### src/rtl/string_batch_ctrl_if.sv
// Byte-stream input and matched-character output streams of string_batch_ctrl.
// The controller connects through the slave modport; the feeding/draining side uses master.
interface string_batch_ctrl_if;
    logic [7:0] in_data;
    logic       in_valid;
    logic       in_ready;
    logic [7:0] chr_data;
    logic       chr_valid;
    logic       chr_ready;
    logic       chr_last;

    modport master (
        output in_data, in_valid, chr_ready,
        input  in_ready, chr_data, chr_valid, chr_last
    );

    modport slave (
        input  in_data, in_valid, chr_ready,
        output in_ready, chr_data, chr_valid, chr_last
    );
endinterface

### src/rtl/string_batch_ctrl.sv
// Batch sequencer for one string_process_match: latches a command, starts the matcher,
// meters the byte stream into it, waits for done under a timeout, reports the result
// and drains the matched string one character per handshake.
module string_batch_ctrl #(
    parameter int unsigned TIMEOUT_CYCLES = 65535,
    parameter int unsigned MAX_STR_BYTES  = 55
) (
    input  logic                   clk,
    input  logic                   reset,
    input  logic                   cmd_start,
    input  logic [15:0]            cmd_num_bytes,
    input  logic [5:0]             cmd_str_bytes,
    input  logic [127:0]           cmd_target_hash,
    output logic                   cmd_busy,
    string_batch_ctrl_if.slave     strm,
    output logic                   res_valid,
    output logic                   res_match,
    output logic [15:0]            res_byte_pos,
    output logic                   res_timeout,
    output logic                   res_error,
    output logic                   proc_start,
    output logic [15:0]            proc_num_bytes,
    output logic [127:0]           proc_target_hash,
    output logic [15:0]            proc_str_len,
    output logic [7:0]             proc_data,
    output logic                   proc_data_valid,
    output logic                   proc_match_char_next,
    input  logic                   proc_done,
    input  logic                   proc_match,
    input  logic [15:0]            proc_byte_pos,
    input  logic [7:0]             proc_match_char
);

    typedef enum logic [2:0] {
        IDLE, CHECK, START, SETTLE, FEED, WAIT, REPORT, DRAIN
    } state_t;

    localparam logic [15:0] TMO_LAST = 16'(TIMEOUT_CYCLES - 1);

    state_t         state_q, state_d;
    logic [15:0]    num_bytes_q, num_bytes_d;
    logic [5:0]     str_bytes_q, str_bytes_d;
    logic [127:0]   target_q, target_d;
    logic [15:0]    fed_q, fed_d;
    logic [15:0]    timer_q, timer_d;
    logic [5:0]     char_q, char_d;
    logic [7:0]     proc_data_q, proc_data_d;
    logic           proc_data_valid_q, proc_data_valid_d;
    logic           proc_start_q, proc_start_d;
    logic           res_valid_q, res_valid_d;
    logic           cmd_busy_q, cmd_busy_d;
    logic           res_match_q, res_match_d;
    logic [15:0]    res_byte_pos_q, res_byte_pos_d;
    logic           res_timeout_q, res_timeout_d;
    logic           res_error_q, res_error_d;

    logic           in_ready_w;
    logic           in_xfer_w;
    logic           chr_last_w;
    logic [15:0]    bit_len_w;

    assign in_ready_w = (state_q == FEED) && (fed_q < num_bytes_q);
    assign in_xfer_w  = in_ready_w && strm.in_valid;
    assign chr_last_w = (state_q == DRAIN) && (char_q == str_bytes_q - 6'd1);
    assign bit_len_w  = {7'b0, str_bytes_q, 3'b000};

    assign strm.in_ready     = in_ready_w;
    assign strm.chr_valid    = (state_q == DRAIN);
    assign strm.chr_data     = (state_q == DRAIN) ? proc_match_char : '0;
    assign strm.chr_last     = chr_last_w;
    assign proc_match_char_next = (state_q == DRAIN) && strm.chr_ready;

    assign cmd_busy          = cmd_busy_q;
    assign res_valid         = res_valid_q;
    assign res_match         = res_match_q;
    assign res_byte_pos      = res_byte_pos_q;
    assign res_timeout       = res_timeout_q;
    assign res_error         = res_error_q;
    assign proc_start        = proc_start_q;
    assign proc_num_bytes    = num_bytes_q;
    assign proc_target_hash  = target_q;
    assign proc_str_len      = {bit_len_w[7:0], bit_len_w[15:8]};
    assign proc_data         = proc_data_q;
    assign proc_data_valid   = proc_data_valid_q;

    // Next-state and datapath updates; strobes are derived from the next state so they register cleanly.
    always_comb begin
        state_d           = state_q;
        num_bytes_d       = num_bytes_q;
        str_bytes_d       = str_bytes_q;
        target_d          = target_q;
        fed_d             = fed_q;
        timer_d           = timer_q;
        char_d            = char_q;
        proc_data_d       = proc_data_q;
        proc_data_valid_d = 1'b0;
        res_match_d       = res_match_q;
        res_byte_pos_d    = res_byte_pos_q;
        res_timeout_d     = res_timeout_q;
        res_error_d       = res_error_q;

        case (state_q)
            IDLE: begin
                if (cmd_start) begin
                    num_bytes_d    = cmd_num_bytes;
                    str_bytes_d    = cmd_str_bytes;
                    target_d       = cmd_target_hash;
                    res_match_d    = 1'b0;
                    res_byte_pos_d = '0;
                    res_timeout_d  = 1'b0;
                    res_error_d    = 1'b0;
                    state_d        = CHECK;
                end
            end
            CHECK: begin
                if (str_bytes_q == 6'd0 || 32'(str_bytes_q) > MAX_STR_BYTES) begin
                    res_error_d = 1'b1;
                    state_d     = REPORT;
                end else begin
                    state_d = START;
                end
            end
            START: begin
                fed_d   = '0;
                state_d = SETTLE;
            end
            SETTLE: begin
                state_d = FEED;
            end
            FEED: begin
                if (in_xfer_w) begin
                    proc_data_d       = strm.in_data;
                    proc_data_valid_d = 1'b1;
                    fed_d             = fed_q + 16'd1;
                end
                if (fed_q == num_bytes_q) begin
                    timer_d = '0;
                    state_d = WAIT;
                end
            end
            WAIT: begin
                if (proc_done) begin
                    res_match_d    = proc_match;
                    res_byte_pos_d = proc_byte_pos;
                    state_d        = REPORT;
                end else if (timer_q == TMO_LAST) begin
                    res_timeout_d = 1'b1;
                    res_match_d   = 1'b0;
                    state_d       = REPORT;
                end else begin
                    timer_d = timer_q + 16'd1;
                end
            end
            REPORT: begin
                if (res_match_q) begin
                    char_d  = '0;
                    state_d = DRAIN;
                end else begin
                    state_d = IDLE;
                end
            end
            DRAIN: begin
                if (strm.chr_ready) begin
                    char_d = char_q + 6'd1;
                    if (chr_last_w) begin
                        state_d = IDLE;
                    end
                end
            end
            default: state_d = IDLE;
        endcase

        proc_start_d = (state_d == START);
        res_valid_d  = (state_d == REPORT);
        cmd_busy_d   = (state_d != IDLE);
    end

    // State and output registers with asynchronous active-low clear.
    always_ff @(posedge clk or negedge reset) begin
        if (!reset) begin
            state_q           <= IDLE;
            num_bytes_q       <= '0;
            str_bytes_q       <= '0;
            target_q          <= '0;
            fed_q             <= '0;
            timer_q           <= '0;
            char_q            <= '0;
            proc_data_q       <= '0;
            proc_data_valid_q <= 1'b0;
            proc_start_q      <= 1'b0;
            res_valid_q       <= 1'b0;
            cmd_busy_q        <= 1'b0;
            res_match_q       <= 1'b0;
            res_byte_pos_q    <= '0;
            res_timeout_q     <= 1'b0;
            res_error_q       <= 1'b0;
        end else begin
            state_q           <= state_d;
            num_bytes_q       <= num_bytes_d;
            str_bytes_q       <= str_bytes_d;
            target_q          <= target_d;
            fed_q             <= fed_d;
            timer_q           <= timer_d;
            char_q            <= char_d;
            proc_data_q       <= proc_data_d;
            proc_data_valid_q <= proc_data_valid_d;
            proc_start_q      <= proc_start_d;
            res_valid_q       <= res_valid_d;
            cmd_busy_q        <= cmd_busy_d;
            res_match_q       <= res_match_d;
            res_byte_pos_q    <= res_byte_pos_d;
            res_timeout_q     <= res_timeout_d;
            res_error_q       <= res_error_d;
        end
    end

endmodule

### src/flat_wrapper.sv
// flat-port wrapper written by rule: the top's interface ports become plain ports
module string_batch_ctrl_flat 
#(
    parameter int unsigned TIMEOUT_CYCLES = 65535,
    parameter int unsigned MAX_STR_BYTES  = 55
)
  (clk, reset, cmd_start, cmd_num_bytes, cmd_str_bytes, cmd_target_hash, cmd_busy, res_valid, res_match, res_byte_pos, res_timeout, res_error, proc_start, proc_num_bytes, proc_target_hash, proc_str_len, proc_data, proc_data_valid, proc_match_char_next, proc_done, proc_match, proc_byte_pos, proc_match_char, strm_in_data, strm_in_valid, strm_chr_ready, strm_in_ready, strm_chr_data, strm_chr_valid, strm_chr_last);
  string_batch_ctrl_if strm_i ();
  input  logic clk;
  input  logic reset;
  input  logic cmd_start;
  input  logic [15:0] cmd_num_bytes;
  input  logic [5:0] cmd_str_bytes;
  input  logic [127:0] cmd_target_hash;
  output logic cmd_busy;
  output logic res_valid;
  output logic res_match;
  output logic [15:0] res_byte_pos;
  output logic res_timeout;
  output logic res_error;
  output logic proc_start;
  output logic [15:0] proc_num_bytes;
  output logic [127:0] proc_target_hash;
  output logic [15:0] proc_str_len;
  output logic [7:0] proc_data;
  output logic proc_data_valid;
  output logic proc_match_char_next;
  input  logic proc_done;
  input  logic proc_match;
  input  logic [15:0] proc_byte_pos;
  input  logic [7:0] proc_match_char;
  input wire logic [$bits(strm_i.in_data)-1:0] strm_in_data;
  input wire logic [$bits(strm_i.in_valid)-1:0] strm_in_valid;
  input wire logic [$bits(strm_i.chr_ready)-1:0] strm_chr_ready;
  output wire logic [$bits(strm_i.in_ready)-1:0] strm_in_ready;
  output wire logic [$bits(strm_i.chr_data)-1:0] strm_chr_data;
  output wire logic [$bits(strm_i.chr_valid)-1:0] strm_chr_valid;
  output wire logic [$bits(strm_i.chr_last)-1:0] strm_chr_last;
  assign strm_i.in_data = strm_in_data;
  assign strm_i.in_valid = strm_in_valid;
  assign strm_i.chr_ready = strm_chr_ready;
  assign strm_in_ready = strm_i.in_ready;
  assign strm_chr_data = strm_i.chr_data;
  assign strm_chr_valid = strm_i.chr_valid;
  assign strm_chr_last = strm_i.chr_last;
  string_batch_ctrl #(.TIMEOUT_CYCLES(TIMEOUT_CYCLES), .MAX_STR_BYTES(MAX_STR_BYTES)) u_core (.clk(clk), .reset(reset), .cmd_start(cmd_start), .cmd_num_bytes(cmd_num_bytes), .cmd_str_bytes(cmd_str_bytes), .cmd_target_hash(cmd_target_hash), .cmd_busy(cmd_busy), .strm(strm_i), .res_valid(res_valid), .res_match(res_match), .res_byte_pos(res_byte_pos), .res_timeout(res_timeout), .res_error(res_error), .proc_start(proc_start), .proc_num_bytes(proc_num_bytes), .proc_target_hash(proc_target_hash), .proc_str_len(proc_str_len), .proc_data(proc_data), .proc_data_valid(proc_data_valid), .proc_match_char_next(proc_match_char_next), .proc_done(proc_done), .proc_match(proc_match), .proc_byte_pos(proc_byte_pos), .proc_match_char(proc_match_char));
endmodule
### config.mk
export PLATFORM = sky130hd
export DESIGN_NAME = string_batch_ctrl_flat
export DESIGN_NICKNAME = d
export VERILOG_FILES = /design/src/rtl/string_batch_ctrl_if.sv /design/src/rtl/string_batch_ctrl.sv /design/src/flat_wrapper.sv
export SDC_FILE = /design/constraint.sdc
export NUM_CORES = 1
export LEC_CHECK = 0
export ABC_CLOCK_PERIOD_IN_PS = 2200
export CORE_ASPECT_RATIO = 1.75
export CORE_UTILIZATION = 35
export DETAILED_ROUTE_END_ITERATION = 16
export PLACE_DENSITY = 0.81
export SYNTH_ARGS = -nofsm -noshare
export SYNTH_HDL_FRONTEND = slang
export SYNTH_SLANG_ARGS = --single-unit
export TNS_END_PERCENT = 100
### constraint.sdc
create_clock -name clk -period 2.2 [get_ports clk]
set_clock_uncertainty 0.15 [all_clocks]
set_input_delay 0.44 -clock clk [delete_from_list [all_inputs] [get_ports clk]]
set_output_delay 0.44 -clock clk [all_outputs]
set_load 0.005 [all_outputs]
==> metrics.cfg <==
[worst_hold_path]
hp-class = input pin to asynchronous set/reset pin

[final_layout]
nFillCells = 1958
drive_gt1_share_pct = 30.8
area_growth_pct = 75.8
finalNonFillerCells = 1666
layout.nets = 1541
n_antenna_cell = 0

[setup_path]
crit_chain = ha_4 > nand4_1 > nor4_2 > o21ai_2 > and3_4 > buf_6
crit_path_start_kind = register
cp.buffers_inverters = 1
rrSetupSlack_ns = -0.35
required_ns = 1.61
path_class = register to primary output
worstRegToRegCells = 10
endpoint_kind = primary output
max_stage_delay_ns = 0.41
worstPathMaxFanout = 3
rr_startpoint = u_core.proc_num_bytes[1]
slowest_stage = dfrtp_1
cpLargestDelayFamily = simple AND/OR/NAND/NOR gates
r2r_end = u_core.fed_q[14]
critPathArrivalTime_ns = 2.13

[synth]
synthTopCellsByArea = dfrtp_1 (58%), mux2_2 (16%), nand2_1 (4.0%)
syn_inst = 797
yosysMostFrequentCell = dfrtp_1
synth_edf_count = 0
async_flop_share_pct = 100
ys_ff_latch = 222
synth_top_cells_by_count = dfrtp_1 (222), mux2_2 (134), nand2_1 (103)
synth_top_area_share_pct = 58.2
syn_avg_cell_area_um2 = 12.0
synth_area_um2 = 9550
yosys_most_used_dff = dfrtp_1
yosys.area.top_type = dfrtp_1
yosys_warnings = 0
yosysUniqueCellTypes = 44
yosysSeqAreaShare_pct = 58.2

[route]
first_pass_iters = 7
routed_wl_um = 32700
drcViolationCount = 0
avgViaCountPerCell = 4.98
vias = 8299
post_drt_wl_per_cell_um = 19.6
drtAntennaViolNets = 0
drt_iter0_markers = 286

[timing]
fin_setup_tns_ns = -26.14
setup_slack_ns = -0.523
fmax_mhz = 367
finalCritPeriodShare_pct = 124
setup_violations = 202
min_period_ns = 2.72
hold_violations = 0
rsz0062_at_grt = yes
slew_viol_final = 0

[clock_tree]
cts_sinks = 222
cts_made_buffers = 23
root_buffer = clkbuf_16
cts_tree = done
clk_latency_ns = 0.52
cts.reportedPaths.clkPinSlew_ns = 0.06
cts-htree-levels = 1
clk_path_buf_depth = 3

[floorplan]
core.rowCount = 79
io_pins = 392
die_area_um2 = 28000
core_um2 = 26700
initial_core_util_pct = 35.8
die_width_um = 127
die_y_um = 221

[grt]
antenna_found_initial = 0
gr-usage-met2_pct = 40.9
grt_max_degree = 52
met1_usage_pct = 19.9
grt_usage_pct = 20.9
globalRouteOverflowTotal = 0
grt_pass1_vias = 8823
grt_busiest_layer = met2
met3_usage_pct = 6.00
grt_pass1_wl_um = 45700

[pwr]
vdd_ir_drop_max_v = 0.00105
p_leak_nw = 7.39
cellPowerDensity_nw_per_um2 = 1320

[placement]
dp_hpwl_um = 21100
dp_cells = 1561
portBuffers = 381
dp_slack_ns = -0.403
routabilityCongestion = 0.856

[flow_run]
cap_violations = 0

[status]
status = complete, but fails checks
failed_checks = setup timing

state kept, by name, indices dropped and copies added (netlist names):
register,flops
u_core.fed_q,16
u_core.res_valid,1
u_core.res_byte_pos,16
u_core.proc_num_bytes,16
u_core.res_error,1
u_core.res_match,1
u_core.proc_target_hash,128
u_core.timer_q,16
u_core.char_q,6
u_core.res_timeout,1
u_core.state_q,3
u_core.str_bytes_q,6
u_core.proc_data,8
u_core.proc_start,1
u_core.proc_data_valid,1
u_core.cmd_busy,1
cell families after synthesis:
| kind of cell | synth area share [%] |
|---|---|
| adder cells (fa/ha/maj) | 2.88 |
| AO/OA/AOI/OAI | 4.95 |
| multiplexers | 16.2 |
| other | 0.0393 |
| XOR/XNOR | 2.57 |
| buffers and inverters | 3.63 |
| flip-flops | 58.2 |
| AND/OR/NAND/NOR | 11.6 |
through the flow:
step           area [um2]  power, mW  utilization (%)  hold WS (ns)
3_3_place_gp        14400       15.5             54.0         0.258
5_1_grt             16800       23.3             62.9         0.291
2_1_floorplan        9600       10.1                -      -0.00559
4_1_cts             15600       20.6             58.6         0.279
3_5_place_dp        14400       15.8             54.0         0.253
6_report            16800       22.2             62.9         0.306
worst register-to-register path, delay by kind of cell, from the launching register on:
kind / cells / cell delay, ns
simple gates: 3 / 0.73
compound gates: 3 / 0.54
buf+inv: 3 / 0.39
flops: 1 / 0.35
fa+ha+maj: 1 / 0.31
placed cells by master, fill, tap and decap left out, types with 5 or more instances in the layout:
cell and count:
o21ai_0 27, a21oi_1 17, inv_2 8, buf_8 5, conb_1 10, xnor2_1 12, clkbuf_16 35, dfrtp_1 222
inv_1 17, ha_4 8, mux2_2 65, o31ai_1 7, nand2_1 93, and2_4 8, o21ai_2 6, nand2_2 9
xor2_1 15, nand4_1 12, ha_1 14, clkdlybuf4s50_1 366, nand3_1 15, buf_12 16, and4_1 5, o21ai_1 12
nor3_1 6, mux2_4 69, buf_6 36, buf_4 100, nor2_1 34
timing repair:
item                                   CTS  global route
gates cloned                             5            16
buffers inserted                        22            29
pin swaps                               19            15
resized for setup                       99           178
endpoints found under the hold margin   44             0
hold buffers                             1             0
setup endpoints to repair               51           197
final cells by class:
cell class	instances	area, um2	share of cell area [%]
Timing Repair Buffer	546	5670	33.8
Clock inverter	8	151	0.902
Tap cell	324	405	2.41
Multi-Input combinational cell	511	4270	25.4
Sequential cell	222	5560	33.1
Clock buffer	29	628	3.74
Inverter	26	103	0.611
report_power, final:
group / leakage, nW / total (mW) / internal [mW] / switching, mW
Clock: 0.382 / 4.11 / 2.48 / 1.62
Combinational: 4.27 / 11.1 / 7.10 / 4.03
Sequential: 2.74 / 6.96 / 5.87 / 1.08
layer usage:
| metal | vias up | share of wire (%) |
|---|---|---|
| met1 | 4073 | 34 |
| met3 | 87 | 6.8 |
| met2 | 360 | 55 |
| li1 | 3779 | - |
| met5 | - | 0 |
| met4 | 0 | 3.6 |
worst max path at each step:
stage                         startpoint                to  cells after the start
2_1_floorplan           u_core.fed_q[13]  u_core.fed_q[15]                      7
3_3_place_gp    u_core.proc_num_bytes[9]     strm_in_ready                      7
3_5_place_dp    u_core.proc_num_bytes[9]     strm_in_ready                      7
4_1_cts                 u_core.fed_q[10]     strm_in_ready                      6
5_1_grt        u_core.proc_num_bytes[13]     strm_in_ready                      7
6_report                u_core.fed_q[15]     strm_in_ready                      6
(Power assumes the default switching activity.)
